**config.mk**
```make
export PLATFORM = sky130hd
export DESIGN_NAME = weight_fetch_sequencer
export DESIGN_NICKNAME = d
export VERILOG_FILES = /design/src/rtl/weight_fetch_pkg.sv /design/src/rtl/weight_skid_fifo.sv /design/src/rtl/weight_fetch_sequencer.sv
export SDC_FILE = /design/constraint.sdc
export NUM_CORES = 1
export LEC_CHECK = 0
export BUFFER_PORTS_ARGS = -buffer_cell sky130_fd_sc_hd__buf_4
export CAP_MARGIN = 20
export CORE_MARGIN = 2
export CORE_UTILIZATION = 61
export CTS_CLUSTER_DIAMETER = 100
export CTS_CLUSTER_SIZE = 28
export DETAILED_ROUTE_END_ITERATION = 12
export PLACE_DENSITY = 0.94
export SYNTH_ARGS = -nofsm -noshare
export SYNTH_HDL_FRONTEND = slang
export SYNTH_SLANG_ARGS = --single-unit
```
**constraint.sdc**
```tcl
create_clock -name clk -period 5.8 [get_ports clk]
set_clock_uncertainty 0.2 [all_clocks]
set_input_delay 0.29 -clock clk [delete_from_list [all_inputs] [get_ports clk]]
set_output_delay 0.29 -clock clk [all_outputs]
set_load 0.005 [all_outputs]
```
**src/rtl/weight_fetch_pkg.sv**
```systemverilog
// Shared types and default sizes for the weight fetch sequencer and its output buffer.
package weight_fetch_pkg;

    typedef enum logic [1:0] {
        IDLE,
        FETCH,
        DRAIN
    } fetch_state_t;

    localparam int WF_ADDR_W    = 8;
    localparam int WF_DATA_W    = 8;
    localparam int WF_BUF_DEPTH = 2;

endpackage

```
**src/rtl/weight_skid_fifo.sv**
```systemverilog
// Small synchronous FIFO buffering {last, data} between the weight memory and the MAC.
// Flush empties it in one cycle and takes priority over a simultaneous push.
module weight_skid_fifo
    import weight_fetch_pkg::*;
#(
    parameter int WIDTH = WF_DATA_W + 1,
    parameter int DEPTH = WF_BUF_DEPTH,
    localparam int PTR_W = (DEPTH > 1) ? $clog2(DEPTH) : 1,
    localparam int OCC_W = $clog2(DEPTH + 1)
) (
    input  logic             clk,
    input  logic             rst,
    input  logic             flush,
    input  logic             push,
    input  logic [WIDTH-1:0] push_data,
    input  logic             pop,
    output logic [WIDTH-1:0] pop_data,
    output logic [OCC_W-1:0] occupancy,
    output logic             full,
    output logic             empty
);

    logic [WIDTH-1:0] mem [DEPTH];
    logic [PTR_W-1:0] rd_ptr;
    logic [PTR_W-1:0] wr_ptr;
    logic             push_ok;
    logic             pop_ok;

    function automatic logic [PTR_W-1:0] ptr_inc(input logic [PTR_W-1:0] p);
        return (p == PTR_W'(DEPTH - 1)) ? '0 : p + PTR_W'(1);
    endfunction

    assign full     = (occupancy == OCC_W'(DEPTH));
    assign empty    = (occupancy == '0);
    assign pop_ok   = pop && !empty;
    // A full buffer still accepts a push when the head leaves in the same cycle.
    assign push_ok  = push && (!full || pop_ok);
    assign pop_data = mem[rd_ptr];

    always_ff @(posedge clk or posedge rst) begin
        if (rst) begin
            for (int i = 0; i < DEPTH; i++) begin
                mem[i] <= '0;
            end
            rd_ptr    <= '0;
            wr_ptr    <= '0;
            occupancy <= '0;
        end else if (flush) begin
            rd_ptr    <= '0;
            wr_ptr    <= '0;
            occupancy <= '0;
        end else begin
            if (push_ok) begin
                mem[wr_ptr] <= push_data;
                wr_ptr      <= ptr_inc(wr_ptr);
            end
            if (pop_ok) begin
                rd_ptr <= ptr_inc(rd_ptr);
            end
            unique case ({push_ok, pop_ok})
                2'b10:   occupancy <= occupancy + OCC_W'(1);
                2'b01:   occupancy <= occupancy - OCC_W'(1);
                default: ;
            endcase
        end
    end

endmodule

```
**src/rtl/weight_fetch_sequencer.sv**
```systemverilog
// Streams a run of sequential weights from the synchronous weight memory to the MAC.
// Define WFETCH_ABORT_EN to add an abort input that cancels a run in progress.
module weight_fetch_sequencer
    import weight_fetch_pkg::*;
#(
    parameter int ADDR_W    = WF_ADDR_W,
    parameter int DATA_W    = WF_DATA_W,
    parameter int BUF_DEPTH = WF_BUF_DEPTH
) (
    input  logic              clk,
    input  logic              rst,
`ifdef WFETCH_ABORT_EN
    input  logic              abort,
`endif
    input  logic              start,
    input  logic [ADDR_W-1:0] base_addr,
    input  logic [ADDR_W-1:0] count,
    output logic              busy,
    output logic              done,
    output logic [ADDR_W-1:0] mem_addr,
    input  logic [DATA_W-1:0] mem_data,
    output logic [DATA_W-1:0] w_data,
    output logic              w_valid,
    input  logic              w_ready,
    output logic              w_last
);

    localparam int OCC_W = $clog2(BUF_DEPTH + 1);

    fetch_state_t      state;
    logic [ADDR_W-1:0] base_q;
    logic [ADDR_W-1:0] addr_q;
    logic [ADDR_W:0]   count_q;
    logic [ADDR_W:0]   issued;
    logic              inflight;
    logic              inflight_last;

    logic [ADDR_W-1:0] next_addr;
    logic              last_issue;
    logic              has_credit;
    logic              issue;
    logic              pop;
    logic              abort_hit;
    logic              fifo_full;
    logic              fifo_empty;
    logic [OCC_W-1:0]  occupancy;
    logic [DATA_W:0]   fifo_head;

`ifdef WFETCH_ABORT_EN
    assign abort_hit = abort && (state != IDLE);
`else
    assign abort_hit = 1'b0;
`endif

    assign pop        = !fifo_empty && w_ready;
    assign next_addr  = base_q + issued[ADDR_W-1:0];
    assign last_issue = ((issued + (ADDR_W+1)'(1)) == count_q);

    // A read may only be issued if its data is guaranteed a buffer slot when it lands.
    assign has_credit = (32'(occupancy) + 32'(inflight)) < (32'(BUF_DEPTH) + 32'(pop));
    assign issue      = (state == FETCH) && has_credit && !(fifo_full && !pop) && !abort_hit;
    assign mem_addr   = issue ? next_addr : addr_q;

    assign w_valid = !fifo_empty;
    assign w_data  = fifo_head[DATA_W-1:0];
    assign w_last  = fifo_head[DATA_W] && !fifo_empty;

    weight_skid_fifo #(
        .WIDTH (DATA_W + 1),
        .DEPTH (BUF_DEPTH)
    ) u_fifo (
        .clk       (clk),
        .rst       (rst),
        .flush     (abort_hit),
        .push      (inflight),
        .push_data ({inflight_last, mem_data}),
        .pop       (pop),
        .pop_data  (fifo_head),
        .occupancy (occupancy),
        .full      (fifo_full),
        .empty     (fifo_empty)
    );

    always_ff @(posedge clk or posedge rst) begin
        if (rst) begin
            state         <= IDLE;
            busy          <= 1'b0;
            done          <= 1'b0;
            base_q        <= '0;
            addr_q        <= '0;
            count_q       <= '0;
            issued        <= '0;
            inflight      <= 1'b0;
            inflight_last <= 1'b0;
        end else begin
            done          <= 1'b0;
            inflight      <= issue;
            inflight_last <= issue && last_issue;
            if (issue) begin
                addr_q <= next_addr;
                issued <= issued + (ADDR_W+1)'(1);
            end
            unique case (state)
                IDLE: begin
                    if (start) begin
                        if (count != '0) begin
                            state   <= FETCH;
                            busy    <= 1'b1;
                            base_q  <= base_addr;
                            count_q <= {1'b0, count};
                            issued  <= '0;
                        end else begin
                            done <= 1'b1;
                        end
                    end
                end
                FETCH: begin
                    if (abort_hit) begin
                        state <= IDLE;
                        busy  <= 1'b0;
                        done  <= 1'b1;
                    end else if (issue && last_issue) begin
                        state <= DRAIN;
                    end
                end
                DRAIN: begin
                    if (abort_hit || (pop && fifo_head[DATA_W])) begin
                        state <= IDLE;
                        busy  <= 1'b0;
                        done  <= 1'b1;
                    end
                end
                default: state <= IDLE;
            endcase
        end
    end

endmodule

```
==> metrics.txt, run 1 <==
DRT Pass-1 Iters 5; Routed WL 6.26 mm; post-placement cell area 3460 sq um; Hold Path Stages 2; Worst Slack Setup Final 2.87 ns; GRT Overall Usage 24.4%; number of buffers inserted by port buffering 47; Congestion Overflow GR 0; Worst-Skew Late Latency 0.34 ns; Max clock buf depth 2; Worst path top cell family by delay compound AO/OA/AOI/OAI gates; drt initial violations 140; Max Slew Vio Count 0; Final Instance Area 3860 sq um; sequential share of power 36.1%; postcts setup bufs 0; Mapped Cells 266; Main synth FF type dfrtp_1; global-route wire length before repair 10.2 mm; Crit Path Class flip-flop to output port; Slew @ Worst Pin 0.753 ns; pin count of the biggest net entering global routing 62; Avg Inst Size Synth 11.5 sq um; Global Route met1 Usage 28.1%; row count 25; Yosys warnings 0; CP max-delay cell dfrtp_1; vias in the first global route 2265; CTS buffer count 9; Max stage delay on crit path 0.44 ns; leakage power figure 1.77 nW; setup slack, reg-to-reg 3.13 ns; most used cell, CP inv_1; Hold Path Class primary input to flip-flop; register bit total from synthesis 61; f_max 342 MHz; Util after Layout 80.6%; crit share post-route 50.5%; worst hold start count[2]; GPL Wtd Cong 0.859; Final nets 383; die area 5580 sq um; min Tclk post-route 2.93 ns; Arr. time, crit path 2.44 ns; CP Cell Sequence ha_1 > inv_1 > fa_1 > inv_1 > a21oi_1 > o21bai_1 > a31oi_1 > xor2_1 > o21ai_0 > buf_4; cell area after synthesis 3050 sq um; RSZ-0062 raised after global routing no; Min Hold Slack 0.00419 ns; core area 4790 sq um; PD cells 553 nW/um^2; DP Worst Slack 3.14 ns; Post-Layout Cell Count 414; worst r2r src u_fifo.occupancy[0]; Clock power frac 15.0%; final setup fails 0; Layout area overhead 26.5%; antenna cells 0; die height 74.7 microns; Worst Path Buf+Inv 3; EDFF count, synth 0; status complete, no violations; max cap viols 0; Slew headroom 49.8%; Most Crowded Layer GR met2; clk slew on worst S/H paths 0.06 ns; Critical Path RT 5.31 ns; TritonCTS clock tree built; Initial Utilization 63.7%; DRC Markers 0; Synth async-reset ratio 100%; placed cell count 375; clock sink count 61; endpoints failing hold 0; r2r worst-path depth 8; Comb pwr share 48.9%; Power Total 2.13 mW; Net Count, Synth 306; DR vias/cell 5.43; Hold EP count_q[2]; initial antenna violation count 0; Top Ports 48; Final TNS setup 0 ns; Die X 74.7 microns; Post-DRT Antenna Nets 0; net switching fraction of the power 37.9%; crit path capture type output port; cell-internal power 1.33 mW; count of different cell masters after synthesis 39; Crit Path Max Fanout 5; sequential area share after synthesis 50.1%; NetSw 0.808 mW; DR vias 2246; H-Tree Depth 3; CTS Root Buffer Type clkbuf_8; reg-to-reg endpoint state[0]; hpwl dp 4.01 mm; WL/cell 15.1 microns; GR Util met2 44.1%; share of layout cells above drive strength 1 30.8%; type of origin of the critical path flip-flop; Max VDD drop 346 uV; GRT met3 Usage 4.69%
-- cell families (layout without fill, tap and decap cells) --
kind of cell | after synthesis | after routing | synth area share, %
buffers and inverters | 20 | 101 | 3.04
flip-flops | 61 | 61 | 50.1
adder cells (fa/ha/maj) | 12 | 12 | 5.17
AO/OA/AOI/OAI | 37 | 37 | 7.43
AND/OR/NAND/NOR | 66 | 66 | 10.6
XOR/XNOR | 29 | 29 | 8.58
multiplexers | 41 | 41 | 15.1
-- synth_stat cells (all sizes together) (2+ instances only) --
cell type  number  area (sq um)
a31oi           3          18.8
nand2b          2          12.5
a21o            2          15.0
ha             11           138
clkbuf          3          11.3
nor2           22          87.6
a21oi           6          30.0
o21bai          3          22.5
mux2           40           450
inv            13          48.8
nand2          21          78.8
or4             2          15.0
or2             2          12.5
xor2           14           123
nand4           3          18.8
nand3           7          52.6
or3             2          12.5
xnor2          15           139
o21ai          20           108
buf             4          32.5
dfrtp          61          1530
-- metal layers --
metal / vias up / share of wire (%)
li1: 1070 / -
met1: 1105 / 42
met2: 60 / 53
met3: 11 / 3.3
met4: 0 / 1.6
met5: - / 0
-- sequential cells by signal (all words and copies together), names as in the netlist --
signal and count:
u_fifo.rd_ptr 1, issued 9, u_fifo.wr_ptr 1, busy 1, addr_q 8, inflight_last 1, base_q 8, u_fifo.mem 18
done 1, state 2, count_q 8, u_fifo.occupancy 2, inflight 1
-- cells in the final DEF (no fill, tap or decap), types with 3 or more instances in the layout --
cell | Yosys | routed
a21oi_1 | 6 | 6
xnor2_1 | 14 | 14
mux2_1 | 6 | 6
dfrtp_1 | 61 | 61
dlygate4sd3_1 | 0 | 24
o21bai_1 | 3 | 3
clkbuf_8 | 0 | 10
buf_4 | 0 | 49
xor2_1 | 14 | 14
mux2_2 | 34 | 34
nor2_1 | 20 | 20
nand2_1 | 21 | 21
nand4_1 | 3 | 3
nand3_1 | 5 | 5
ha_1 | 11 | 11
o21ai_0 | 18 | 18
clkbuf_1 | 3 | 3
inv_1 | 12 | 11
a31oi_1 | 3 | 3
-- repair_timing --
item	in CTS	in global routing
hold buffers	23	1
gates resized for setup	0	0
hold endpoints to repair	62	1
-- power groups by stage --
stage	clock network, mW	logic, mW	registers [mW]
2_1_floorplan	0	0.725	0.714
3_3_place_gp	0	0.984	0.758
3_5_place_dp	0	1.02	0.772
4_1_cts	0.319	1.05	0.767
5_1_grt	0.342	1.16	0.795
6_report	0.320	1.04	0.771
-- how the worst max path moves through the flow --
stage                        startpoint  cells after the start  slack [ns]           to
floorplan                     issued[0]                      9        3.53  mem_addr[6]
global placement    u_fifo.occupancy[0]                      8        3.27     state[0]
detailed placement  u_fifo.occupancy[0]                      8        3.14     state[0]
CTS                           issued[0]                     10        2.86  mem_addr[6]
global route                  issued[0]                     10        2.66  mem_addr[6]
finish                        issued[0]                     10        2.87  mem_addr[6]
-- final cells by class --
type,instances,area [sq um]
flip-flops and latches,61,1530
multi-input cells,185,1430
fillers,297,930
repair buffers,73,608
clock buffers,13,149
well taps,67,83.8
inverters,13,48.8
clock inverters,2,10.0
(Power assumes the default switching activity.)
==> inputs of run 2 (changes only) <==
ABC_AREA = 1   (was unset)
CORE_UTILIZATION = 57   (was 61)
PLACE_DENSITY = 0.88   (was 0.94)
clock period = 2.95 ns   (was 5.8 ns; I/O delays follow)
==> run 2 against run 1 <==
Against the previous run: worst setup slack worse by 2.7 ns; core utilization shrank 5.8 points; synthesized cell count grew 50%; routed wire length is 15% higher; critical path depth increased by 2; sequential power up 100%; power increased by 130%; die area is 17% higher; combinational power rose to 2.6 times the previous value; sequential share of layout area fell by 3.2 points.
==> metrics.txt, run 2 <==
post-placement cell area 3730 sq um (+8.0%); cell with the most instances after synthesis nand2_1; Crit Path Class flip-flop to output port; Min Hold Slack 0.0213 ns (+0.0171 ns); top cell type's share of synthesized area 45.5% (-4.6 points); Max stage delay on crit path 0.50 ns (+0.06 ns); Worst-Skew Late Latency 0.34 ns (about the same); Avg Inst Size Synth 8.43 sq um (-26%); worst r2r src issued[0]; PD cells 1190 nW/um^2 (+120%); Layout area overhead 24.9%; DR vias 2803 (+25%); net switching fraction of the power 43.6% (+5.8 points); Main synth FF type dfrtp_1; cell taking the most area after synthesis dfrtp_1; Max Slew Vio Count 0 (unchanged); Congestion Overflow GR 0 (unchanged); most flop-heavy register u_fifo.mem; crit share post-route 92.7%; r2r worst-path depth 11 (+3); Worst Slack Setup Final 0.215 ns (-2.66 ns); Die X 80.7 microns (+8.1%); Final TNS setup 0 ns (unchanged); Synth async-reset ratio 100% (unchanged); Initial Utilization 59.8% (-3.9 points); sequential share of power 30.9% (-5.2 points); Worst Path Buf+Inv 2 (-1); Comb pwr share 54.2% (+5.3 points); Util after Layout 74.8% (-5.8 points); share of layout cells above drive strength 1 24.4% (-6.5 points); row count 27 (+8.0%); CTS buffer count 9 (unchanged); global-route wire length before repair 12.3 mm (+21%); DRT met1 WL 3.12 mm (+18%); Yosys warnings 0 (unchanged); clock sink count 61 (unchanged); die height 80.7 microns (+8.1%); Max clock buf depth 2 (unchanged); pin count of the biggest net entering global routing 29 (-53%); Top Ports 48 (unchanged); Power Total 5.00 mW (+130%); GRT Overall Usage 24.8% (+0.35 points); register bit total from synthesis 61 (unchanged); min Tclk post-route 2.74 ns; Routed WL 7.19 mm (+15%); Clock power frac 14.9% (about the same); status complete, no violations; endpoints failing hold 0 (unchanged); Critical Path RT 2.60 ns (-2.71 ns); crit path launch issued[0]; Final Instance Area 4190 sq um (+8.7%); worst hold start w_ready; Worst path top cell family by delay adder cells; Hold Path Stages 6 (+4); DR vias/cell 5.08 (-6.4%); Top Layer Used met4; NetSw 2.18 mW (+170%); CP max-delay cell dfrtp_1; H-Tree Depth 3 (unchanged); Mapped Cells 398 (+50%); placed cell count 510 (+36%); antenna cells 0 (unchanged); Synth top cells by count nand2_1, dfrtp_1, inv_1; clk slew on worst S/H paths 0.07 ns (about the same); WL/cell 13.0 microns (-14%); met2 wire length 3.60 mm (+9.0%); DP Worst Slack 0.608 ns (-2.53 ns); DRC Markers 0 (unchanged); Largest regs u_fifo.mem: 18 flops, issued: 9 flops; TritonCTS clock tree built; die area 6520 sq um (+17%); cell-internal power 2.82 mW (+110%); leakage power figure 2.16 nW (+22%); commonest non-fill, non-tap cells in the layout nand2_1, dfrtp_1, buf_4; Final nets 515 (+34%); initial antenna violation count 0 (unchanged); Post-Layout Cell Count 552 (+33%); postcts setup bufs 0 (unchanged); Slew headroom 45.9% (-3.9 points); core area 5610 sq um (+17%); Net Count, Synth 438 (+43%); Crit Path Max Fanout 7 (+2); drt initial violations 168 (+20%); Largest register FFs 18 (unchanged); Hold EP u_fifo.wr_ptr; Arr. time, crit path 2.39 ns (-0.05 ns); f_max 366 MHz; DRT Pass-1 Iters 4 (-1); EDFF count, synth 0 (unchanged); routed wl met3 349 microns (+69%); Slew @ Worst Pin 0.811 ns (+0.0579 ns); most common cell after layout, fill and taps aside nand2_1; Max VDD drop 788 uV (+130%); sequential area share after synthesis 45.5% (-4.6 points); max cap viols 0 (unchanged); GPL Wtd Cong 0.883 (+2.8%); synth top area cells dfrtp_1, nand2_1, inv_1; crit path capture type output port; number of buffers inserted by port buffering 47 (unchanged); RSZ-0062 raised after global routing no; reg-to-reg endpoint addr_q[6]; most used cell, CP nand2_1; Post-DRT Antenna Nets 0 (unchanged); count of different cell masters after synthesis 36 (-7.7%); Hold Path Class primary input to flip-flop; type of origin of the critical path flip-flop; hpwl dp 4.97 mm (+24%); CTS Root Buffer Type clkbuf_8; setup slack, reg-to-reg 0.75 ns (-2.38 ns); CP Cell Sequence ha_1 > inv_1 > fa_1 > nand3b_1 > nand2_1 > nand2_1 > nand2_1 > nand2_1 > nand2_1 > nand2_1 > a31oi_1 > buf_4; final setup fails 0 (unchanged); vias in the first global route 2807 (+24%); cell area after synthesis 3360 sq um (+10%)
==> run 2: cell types whose count changed after synthesis, moves of 5 or more <==
| cell | change |
|---|---|
| o21ai_2 | +7 |
| o21ai_0 | +10 |
| xor2_1 | -10 |
| xnor2_1 | -11 |
| mux2_2 | -25 |
| inv_1 | +36 |
| nand2_1 | +94 |
| mux2_1 | -6 |
| nand2_2 | +11 |
| nor2_1 | +5 |
| nand3_1 | +9 |
==> run 2: power by group through the flow <==
stage,clock network [mW],logic [mW],registers [mW]
floorplan,0,2.04,1.43
global placement,0,2.57,1.53
detailed placement,0,2.66,1.55
CTS,0.760,2.72,1.54
global route,0.793,3.06,1.59
finish,0.744,2.71,1.55
==> run 2: worst max path at each step <==
stage,endpoint,slack [ns],depth (start not counted)
after floorplan,mem_addr[6],0.87,11
after global placement,mem_addr[6],0.68,12
after detailed placement,mem_addr[6],0.61,12
after CTS,mem_addr[6],0.21,12
after global routing,mem_addr[6],0.02,12
final,mem_addr[6],0.21,12
==> run 2: layout make-up <==
type	instances	area, sq um
clock inverter	6	62.6
fill	407	1420
inverter	53	200
tap	72	90.1
timing repair buffer	77	643
clock buffer	10	138
sequential	61	1530
multi-input combinational	273	1530
==> run 2: routing by layer <==
layer	up-vias	global-route usage, %
met4	0	7.97
met1	1304	29.3
met2	69	43.9
li1	1418	-
met3	12	6.89
met5	-	0
==> run 2: cells by family (layout without fill, tap and decap cells) <==
kind of cell,Yosys count,after routing,synth area share [%]
AOI/OAI and AO/OA,58,58,10.5
xor gates and xnor gates,7,7,1.83
adders and majority gates,12,12,4.70
buffers and inverters,64,146,8.84
DFF,61,61,45.5
muxes,9,9,3.02
and+or+nand+nor,187,187,25.7
==> run 2: tightest hold or removal path, stage by stage <==
cell     delay [ns]
buf_4          0.10
nor3_2         0.05
inv_2          0.06
nand2_2        0.06
nand2_1        0.06
nand2_1        0.05
==> run 2: timing repair <==
action                                 CTS  global route
gates resized for setup                  0             0
endpoints found under the hold margin   59             0
hold buffers                            26             0
